$ cat config.mk
export PLATFORM = sky130hd
export DESIGN_NAME = regfile_multiport_sb
export DESIGN_NICKNAME = d
export VERILOG_FILES = /design/src/rtl/regfile_pkg.sv /design/src/rtl/regfile_scoreboard.sv /design/src/rtl/regfile_multiport_sb.sv
export SDC_FILE = /design/constraint.sdc
export NUM_CORES = 2
export LEC_CHECK = 0
export ABC_AREA = 0
export CAP_MARGIN = 25
export CORE_UTILIZATION = 50
export DETAILED_ROUTE_END_ITERATION = 8
export PLACE_DENSITY = 0.77
export SYNTH_ARGS = -nofsm -noshare
export SYNTH_HDL_FRONTEND = slang
export SYNTH_HIERARCHICAL = 1
export SYNTH_SLANG_ARGS = --single-unit
export TNS_END_PERCENT = 50
$ cat constraint.sdc
create_clock -name clk -period 69.9 [get_ports clk]
set_clock_uncertainty 0.1 [all_clocks]
set_input_delay 10.485 -clock clk [delete_from_list [all_inputs] [get_ports clk]]
set_output_delay 10.485 -clock clk [all_outputs]
set_load 0.03 [all_outputs]
$ cat src/rtl/regfile_pkg.sv
// Shared types and default sizing for the multiport register file.
// Include this file before the modules that import it.
package regfile_pkg;

    typedef enum logic {
        RF_IDLE  = 1'b0,
        RF_CLEAR = 1'b1
    } rf_state_t;

    localparam int RF_DATA_W   = 64;
    localparam int RF_NUM_REGS = 32;

endpackage

$ cat src/rtl/regfile_scoreboard.sv
// Pending-write scoreboard: one bit per register, set by a reserve, cleared by a
// completing write or by the bulk-clear sweep; NUM_RD combinational lookups.
module regfile_scoreboard #(
    parameter int NUM_REGS = 32,
    parameter int NUM_RD   = 2,
    parameter int ZERO_REG = 31,
    parameter int ADDR_W   = $clog2(NUM_REGS)
) (
    input  logic                           clk,
    input  logic                           reset,
    input  logic                           set_en,
    input  logic [ADDR_W-1:0]              set_idx,
    input  logic                           clr_en,
    input  logic [ADDR_W-1:0]              clr_idx,
    input  logic                           wipe_en,
    input  logic [ADDR_W-1:0]              wipe_idx,
    input  logic [NUM_RD-1:0][ADDR_W-1:0]  lookup_idx,
    output logic [NUM_RD-1:0]              lookup_pending
);

    localparam logic [ADDR_W:0] IDX_LIMIT = (ADDR_W+1)'(NUM_REGS);

    logic [NUM_REGS-1:0] pending;

    genvar gi;
    generate
        for (gi = 0; gi < NUM_REGS; gi++) begin : g_bit
            localparam logic [ADDR_W-1:0] IDX = ADDR_W'(gi);
            if (gi == ZERO_REG) begin : g_zero
                assign pending[gi] = 1'b0;
            end else begin : g_live
                logic pend_reg;
                // A reserve outranks a same-cycle write: the newer producer is still in flight.
                always_ff @(posedge clk or posedge reset) begin
                    if (reset) begin
                        pend_reg <= 1'b0;
                    end else if (set_en && set_idx == IDX) begin
                        pend_reg <= 1'b1;
                    end else if ((clr_en && clr_idx == IDX) || (wipe_en && wipe_idx == IDX)) begin
                        pend_reg <= 1'b0;
                    end
                end
                assign pending[gi] = pend_reg;
            end
        end

        for (gi = 0; gi < NUM_RD; gi++) begin : g_lookup
            assign lookup_pending[gi] = ({1'b0, lookup_idx[gi]} < IDX_LIMIT)
                                      ? pending[lookup_idx[gi]] : 1'b0;
        end
    endgenerate

endmodule

$ cat src/rtl/regfile_multiport_sb.sv
// CPU register file with NUM_RD combinational read ports, one write port, zero
// register, same-cycle write bypass, pending-write scoreboard and bulk-clear engine.
module regfile_multiport_sb
    import regfile_pkg::*;
#(
    parameter int DATA_W   = RF_DATA_W,
    parameter int NUM_REGS = RF_NUM_REGS,
    parameter int NUM_RD   = 2,
    parameter int ZERO_REG = 31,
    parameter int BYPASS   = 1,
    localparam int ADDR_W  = $clog2(NUM_REGS)
) (
    input  logic                           clk,
    input  logic                           reset,
    input  logic                           RegWrite,
    input  logic [ADDR_W-1:0]              WriteRegister,
    input  logic [DATA_W-1:0]              WriteData,
    input  logic [NUM_RD-1:0][ADDR_W-1:0]  ReadRegister,
    output logic [NUM_RD-1:0][DATA_W-1:0]  ReadData,
    output logic [NUM_RD-1:0]              ReadPending,
    input  logic                           Reserve,
    input  logic [ADDR_W-1:0]              ReserveRegister,
    input  logic                           Clear,
    output logic                           Busy,
    output logic                           Done
);

    localparam logic [ADDR_W-1:0] ZERO_IDX  = ADDR_W'(ZERO_REG);
    localparam logic [ADDR_W:0]   IDX_LIMIT = (ADDR_W+1)'(NUM_REGS);
    localparam logic [ADDR_W:0]   LAST_IDX  = (ADDR_W+1)'(NUM_REGS - 1);

    rf_state_t             state_reg;
    logic [ADDR_W:0]       count_reg;
    logic                  done_reg;
    logic                  idle;
    logic                  write_ok;
    logic                  wipe_en;
    logic [ADDR_W-1:0]     wipe_idx;
    logic [DATA_W-1:0]     regs [NUM_REGS];
    logic [NUM_RD-1:0]     sb_pending;

    function automatic logic idx_valid(input logic [ADDR_W-1:0] idx);
        return (idx != ZERO_IDX) && ({1'b0, idx} < IDX_LIMIT);
    endfunction

    assign idle     = (state_reg == RF_IDLE);
    assign write_ok = RegWrite && idle && idx_valid(WriteRegister);
    assign wipe_en  = (state_reg == RF_CLEAR);
    assign wipe_idx = count_reg[ADDR_W-1:0];
    assign Busy     = wipe_en;
    assign Done     = done_reg;

    // Bulk-clear sequencer: one register per cycle, Done pulses after the last index.
    always_ff @(posedge clk or posedge reset) begin
        if (reset) begin
            state_reg <= RF_IDLE;
            count_reg <= '0;
            done_reg  <= 1'b0;
        end else begin
            done_reg <= 1'b0;
            case (state_reg)
                RF_IDLE: begin
                    if (Clear) begin
                        state_reg <= RF_CLEAR;
                        count_reg <= '0;
                    end
                end
                RF_CLEAR: begin
                    count_reg <= count_reg + (ADDR_W+1)'(1);
                    if (count_reg == LAST_IDX) begin
                        state_reg <= RF_IDLE;
                        done_reg  <= 1'b1;
                    end
                end
                default: state_reg <= RF_IDLE;
            endcase
        end
    end

    genvar gi;
    generate
        for (gi = 0; gi < NUM_REGS; gi++) begin : g_reg
            localparam logic [ADDR_W-1:0] IDX = ADDR_W'(gi);
            logic [DATA_W-1:0] data_reg;
            always_ff @(posedge clk or posedge reset) begin
                if (reset) begin
                    data_reg <= '0;
                end else if (write_ok && WriteRegister == IDX) begin
                    data_reg <= WriteData;
                end else if (wipe_en && wipe_idx == IDX) begin
                    data_reg <= '0;
                end
            end
            assign regs[gi] = data_reg;
        end

        for (gi = 0; gi < NUM_RD; gi++) begin : g_rd
            logic hit;
            // write_ok already excludes the zero register, out-of-range indices and CLEAR.
            assign hit = (BYPASS != 0) && write_ok && (WriteRegister == ReadRegister[gi]);
            assign ReadData[gi] = !idx_valid(ReadRegister[gi]) ? {DATA_W{1'b0}}
                                : hit ? WriteData
                                : regs[ReadRegister[gi]];
            assign ReadPending[gi] = hit ? 1'b0 : sb_pending[gi];
        end
    endgenerate

    regfile_scoreboard #(
        .NUM_REGS (NUM_REGS),
        .NUM_RD   (NUM_RD),
        .ZERO_REG (ZERO_REG),
        .ADDR_W   (ADDR_W)
    ) u_scoreboard (
        .clk            (clk),
        .reset          (reset),
        .set_en         (Reserve && idle),
        .set_idx        (ReserveRegister),
        .clr_en         (write_ok),
        .clr_idx        (WriteRegister),
        .wipe_en        (wipe_en),
        .wipe_idx       (wipe_idx),
        .lookup_idx     (ReadRegister),
        .lookup_pending (sb_pending)
    );

endmodule

# After elaboration in Yosys (flattened, before gate mapping)
# Cells that the tools add are included.
totals:
  inputBits: 89
  elab_cells: 519
  latchBits: 0
  ff_bits: 2087
  romBits: 0
  out_inout_bits: 132
  mem_count: 0
  ramBits: 0
op_classes:
  multipliers: 0
  bitwise_logic: 3
  eq_ne: 99
  div_mod_pow: 0
  n_lt_le_gt_ge: 4
  shift: 0
  addsub: 1
  reduce_logical: 197
  muxes: 149
op_table:
  columns: ["cell", "count"]
  rows:
  - ["64-bit 2-to-1 mux", 72]
  - ["64-bit binary-select mux with 5-bit select", 2]
  - ["5-bit == test, second input constant", 47]
  - ["2-bit nonzero test", 63]
  - ["5-bit by 4-bit == test with 1-bit output, second input constant", 24]
  - ["1-bit logical AND", 100]
  - ["1-bit 2-to-1 mux", 70]
  - ["5-bit by 3-bit == test with 1-bit output, second input constant", 12]
  - ["1-bit logical OR", 31]
  - ["5-bit by 2-bit == test with 1-bit output, second input constant", 6]
  - ["5-bit by 1-bit == test with 1-bit output, second input constant", 3]
  - ["5-bit logical NOT", 3]
  - ["5-bit inequality test, second input constant", 3]
  - ["6-bit greater-or-equal comparator, second input constant", 2]
  - ["5-bit by 6-bit < comparator with 1-bit output, second input constant", 2]
  - ["5-bit inverter with 6-bit output", 2]
  - ["6-bit case mux with 2 select lines", 1]
  - ["1-bit binary-select mux with 5-bit select", 2]
  - ["5-bit == test", 2]
  - ["6-bit by 1-bit adder with 6-bit output, second input constant", 1]
  - ["6-bit by 5-bit == test with 1-bit output, second input constant", 1]
  - ["6-bit 2-to-1 mux", 1]
  - ["2-bit inequality test, second input constant", 1]
  - ["1-bit case mux with 2 select lines", 1]
  - ["1-bit inverter", 1]

# Depth between registers and ports, before layout
depth:
  depth_word: 7
  ltp_mapped: 10

# By module
# Netlist, hierarchy kept.
modules_own_cells:
  columns: ["mod", "area_each_um2", "cells_each", "n_inst", "seq_area_each_um2"]
  rows:
  - ["regfile_multiport_sb", 106076.7, 7830, 1, 51449.3]
  - ["regfile_scoreboard", 2198.4, 224, 1, 775.7]

# Worst setup path before layout
# Ideal clock, no wire load.
synth_timing:
  path_kind: "input to output"
  startpoint: "input ReadRegister[2] (netlist name)"
  endpoint: "output ReadData[10] (netlist name)"
  t_required_ps: 59315
  arrival_time_ps: 12483
  setup_slack_ps: 46832
  stages: 9
  n_path_buf: 4
  cell_sequence: "buf_2 buf_4 nand2_1 buf_2 buf_1 o22ai_1 o21ai_0 o21ai_0 a211oi_1"
synth_lines:
  columns: ["item", "line", "rtl"]
  rows:
  - ["start, declared", "regfile_multiport_sb.sv:18", "input logic [NUM_RD-1:0][ADDR_W-1:0] ReadRegister,"]
  - ["end, declared", "regfile_multiport_sb.sv:19", "output logic [NUM_RD-1:0][DATA_W-1:0] ReadData,"]

==> summary.json <==
{
  "cts.repair_timing.setup_buffer_count": {"value": 0},
  "power_density": {"value": 25.92, "unit": "nW/um^2"},
  "worst_setup_hold_path_clk_slew": {"value": 0.06, "unit": "ns"},
  "synth_top_cell_by_area": {"value": "dfrtp_1"},
  "vdd.ir_drop.worst": {"value": 0.02586, "unit": "mV"},
  "number_of_cts_inserted_buffers": {"value": 210},
  "worstMarginPinSlew": {"value": 1.204, "unit": "ns"},
  "routed_wire_length_per_instance": {"value": 38.34, "unit": "microns"},
  "yosys_most_used_dff": {"value": "dfrtp_1"},
  "hold_viol": {"value": 0},
  "final_area": {"value": 119900, "unit": "sq um"},
  "dp_worst_setup_slack": {"value": 42.79, "unit": "ns"},
  "route.final.wire_length": {"value": 410300, "unit": "microns"},
  "most_common_library_cell_in_the_layout_ignoring_fill_and_taps": {"value": "dfrtp_1"},
  "timing.setup.tns": {"value": 0, "unit": "ns"},
  "critical_path.slowest_cell": {"value": "buf_4"},
  "cellLeakagePower": {"value": 53.00, "unit": "nW"},
  "numPortBuffers": {"value": 220},
  "cp_max_fo": {"value": 122},
  "tritoncts_clock_tree": {"value": "built"},
  "i_o_pin_cnt": {"value": 221},
  "cts.path.max_buffers": {"value": 3},
  "netlist.area_leader.share": {"value": 0.4823},
  "post_cts_hold_buffer_count": {"value": 0},
  "worst_setup_path_startpoint": {"value": "ReadRegister[1]"},
  "synthesis.instances": {"value": 8054},
  "switch_pwr": {"value": 0.0009430, "unit": "W"},
  "power.share.switching": {"value": 0.3034},
  "timing.final.max_slew_violations": {"value": 0},
  "critPathMaxStageDelay": {"value": 0.84, "unit": "ns"},
  "async_flop_share": {"value": 1.000},
  "failed_checks": {"value": "DRC"},
  "floorplan.initialDensity": {"value": 0.5040},
  "grt_pass1_wl": {"value": 598300, "unit": "microns"},
  "synthAdderAreaFrac": {"value": 0.0006933},
  "layout-drive-gt1-share": {"value": 0.2268},
  "p_total": {"value": 0.003108, "unit": "W"},
  "share_comb_of_total_power": {"value": 0.183},
  "holdCritStartpoint": {"value": "g_reg[31].data_reg[20]"},
  "critPathCaptureType": {"value": "output port"},
  "timing.max_cap.violations": {"value": 0},
  "pin_count_of_the_biggest_net_entering_global_routing": {"value": 195},
  "post-route-worst-setup-slack": {"value": 42.92, "unit": "ns"},
  "combinational_family_with_the_most_area_after_synthesis": {"value": "compound AO/OA/AOI/OAI gates"},
  "min_path_type": {"value": "register to register"},
  "insertion_delay": {"value": 0.88, "unit": "ns"},
  "synth_warn": {"value": 6},
  "run_status": {"value": "finished with violations"},
  "global_route.usage.total": {"value": 0.3715},
  "antenna_found_initial": {"value": 20},
  "synth-edff-count": {"value": 0},
  "clockRootBuffer": {"value": "clkbuf_16"},
  "design.die.area": {"value": 218400, "unit": "sq um"},
  "die_width": {"value": 467.4, "unit": "microns"},
  "cp_common_cell": {"value": "buf_4"},
  "post_synth_instance_area": {"value": 108300, "unit": "sq um"},
  "die_y": {"value": 467.4, "unit": "microns"},
  "clock_sink_count": {"value": 2087},
  "grt_overflow_total": {"value": 0},
  "drc": {"value": 2},
  "cp_data_arrival_time": {"value": 16.39, "unit": "ns"},
  "placed_wire_length_estimate_after_detailed_placement": {"value": 221100, "unit": "microns"},
  "post_synth.cell_area_avg": {"value": 13.44, "unit": "sq um"},
  "post_cts_resize_count": {"value": 0},
  "timing.final.crit_period": {"value": 26.98, "unit": "ns"},
  "router_iterations_before_antenna_repair": {"value": 9},
  "sequential_power_share": {"value": 0.435},
  "routed-via-count": {"value": 86794},
  "post_synthesis_cell_type_count": {"value": 59},
  "timing.setup.critical_path_class": {"value": "primary input to output port"},
  "post_synthesis_net_count": {"value": 8149},
  "synth.area.top_cells": {"value": "dfrtp_1 48%, mux4_2 17%, a22o_1 17%"},
  "holdWs": {"value": 0.4049, "unit": "ns"},
  "yosys-mux-area-fraction": {"value": 0.2198},
  "min_period_over_period": {"value": 0.3860},
  "largest_reg_flops": {"value": 2048},
  "power.share.clock": {"value": 0.382},
  "setup_viol": {"value": 0},
  "portion_of_the_post_synthesis_area_used_by_sequential_elements": {"value": 0.4823},
  "critical_path_required": {"value": 59.31, "unit": "ns"},
  "via_count_of_the_first_global_routing_pass": {"value": 87732},
  "rows": {"value": 170},
  "synth_compound_gate_area_share": {"value": 0.2259},
  "max_slew_margin": {"value": 0.1889},
  "num-nets-final": {"value": 7770},
  "area_growth_syn_to_layout": {"value": 10.75, "unit": "%"},
  "synth-xor-area-share": {"value": 0.0008898},
  "fmax": {"value": 37.07, "unit": "MHz"},
  "most_frequent_cells_in_the_layout": {"value": "2,087 x dfrtp_1, 2,080 x a22o_1, 836 x mux4_2"},
  "postRouteAntennaNets": {"value": 0},
  "drt_iter0_drc": {"value": 15118},
  "rr_startpoint": {"value": "count_reg[0]"},
  "yosys.area_share.simple": {"value": 0.02421},
  "htreeDepth": {"value": 4},
  "detail_route.vias_per_cell": {"value": 8.111},
  "final_weighted_congestion_of_routability_driven_global_placement": {"value": 0.9176},
  "ys_ff_latch": {"value": 2087},
  "fp.coreArea": {"value": 214800, "unit": "sq um"},
  "place_area": {"value": 112200, "unit": "sq um"},
  "critical_path.startpoint_type": {"value": "primary input"},
  "unrepaired_setup_endpoints_after_global_routing": {"value": "no"},
  "power_report.internal_total": {"value": 0.002165, "unit": "W"},
  "crit_path_cell_trace": {"value": "buf_8, buf_4, buf_4, buf_16, buf_12, buf_4, mux4_2, a2bb2oi_1, nand3_1, and3_1, a211oi_1, clkdlybuf4s50_1"}
}
==> through the flow <==
step,utilization,cells
final,0.5582,10701
after floorplan,-,8054
after global placement,0.5212,10268
after global routing,0.5581,10689
after CTS,0.5557,10665
after detailed placement,0.5223,10280
==> synthesized netlist by cell type (8+ instances only) <==
library cell,number
nand3_1,74
xor2_1,11
o21ai_0,188
nor2_1,65
mux2i_1,273
and2_1,70
and3_1,70
a211oi_1,64
nand2_1,158
buf_1,185
buf_2,396
inv_1,12
nor2b_1,24
o22ai_1,193
buf_4,59
clkbuf_1,471
mux4_2,836
a22oi_1,261
dfrtp_1,2087
a22o_1,2080
a221oi_1,8
a2bb2oi_1,63
o31ai_1,62
nand2b_1,26
o21ai_1,8
mux2_2,196
a21oi_1,21
nor3_1,14
==> final cells by class <==
type                       instances  area [sq um]
antenna                           15         37.54
clock buffer                     311          6312
clock inverter                    74         855.8
fill                           16649         94910
inverter                          12         52.55
multi-input combinational       4837         51750
sequential                      2087         52230
tap                             2838          3551
timing repair buffer             527          5139
==> power by group through the flow <==
stage          sequential, W  combinational (W)  clock, W
6_report             0.00135           0.000568   0.00119
5_1_grt              0.00136           0.000576   0.00123
4_1_cts              0.00135           0.000539   0.00118
3_5_place_dp         0.00137           0.000536         0
3_3_place_gp         0.00136           0.000524         0
2_1_floorplan        0.00136           0.000345         0
==> kinds of logic after synthesis <==
family	Yosys count
simple gates	522
fa+ha+maj	6
compound gates	2992
buf+inv	1130
flops	2087
xor+xnor	11
mux	1306
==> path summary, 6_finish.rpt <==
path | to | slack, ns | cells past startpoint
setup / recovery | ReadData[38] | 42.92 | 12
hold / removal | g_reg[31].data_reg[20] | 0.40 | 1
setup reg to reg | g_reg[4].data_reg[46] | 65.72 | 6
hold reg to reg | g_reg[31].data_reg[20] | 0.40 | 1
max in group asynchronous | g_reg[26].data_reg[44] | 55.11 | 11
min in group asynchronous | u_scoreboard/g_bit[17].g_live.pend_reg | 10.14 | 2
==> routing by layer <==
metal  vias up  track usage  part of all wire
met5         -      0.01669            0.0018
met4        46       0.2209             0.072
met3      2168       0.1735              0.18
met2      8860       0.5162              0.41
met1     43996       0.4705              0.33
li1      31724            -                 -
==> critical path: cells and delay by family <==
family	cells	cell delay, ns
mux	1	0.37
compound gates	2	0.59
buf+inv	7	4.28
simple gates	2	0.38
Note: power is estimated with default switching activity, not from simulation.
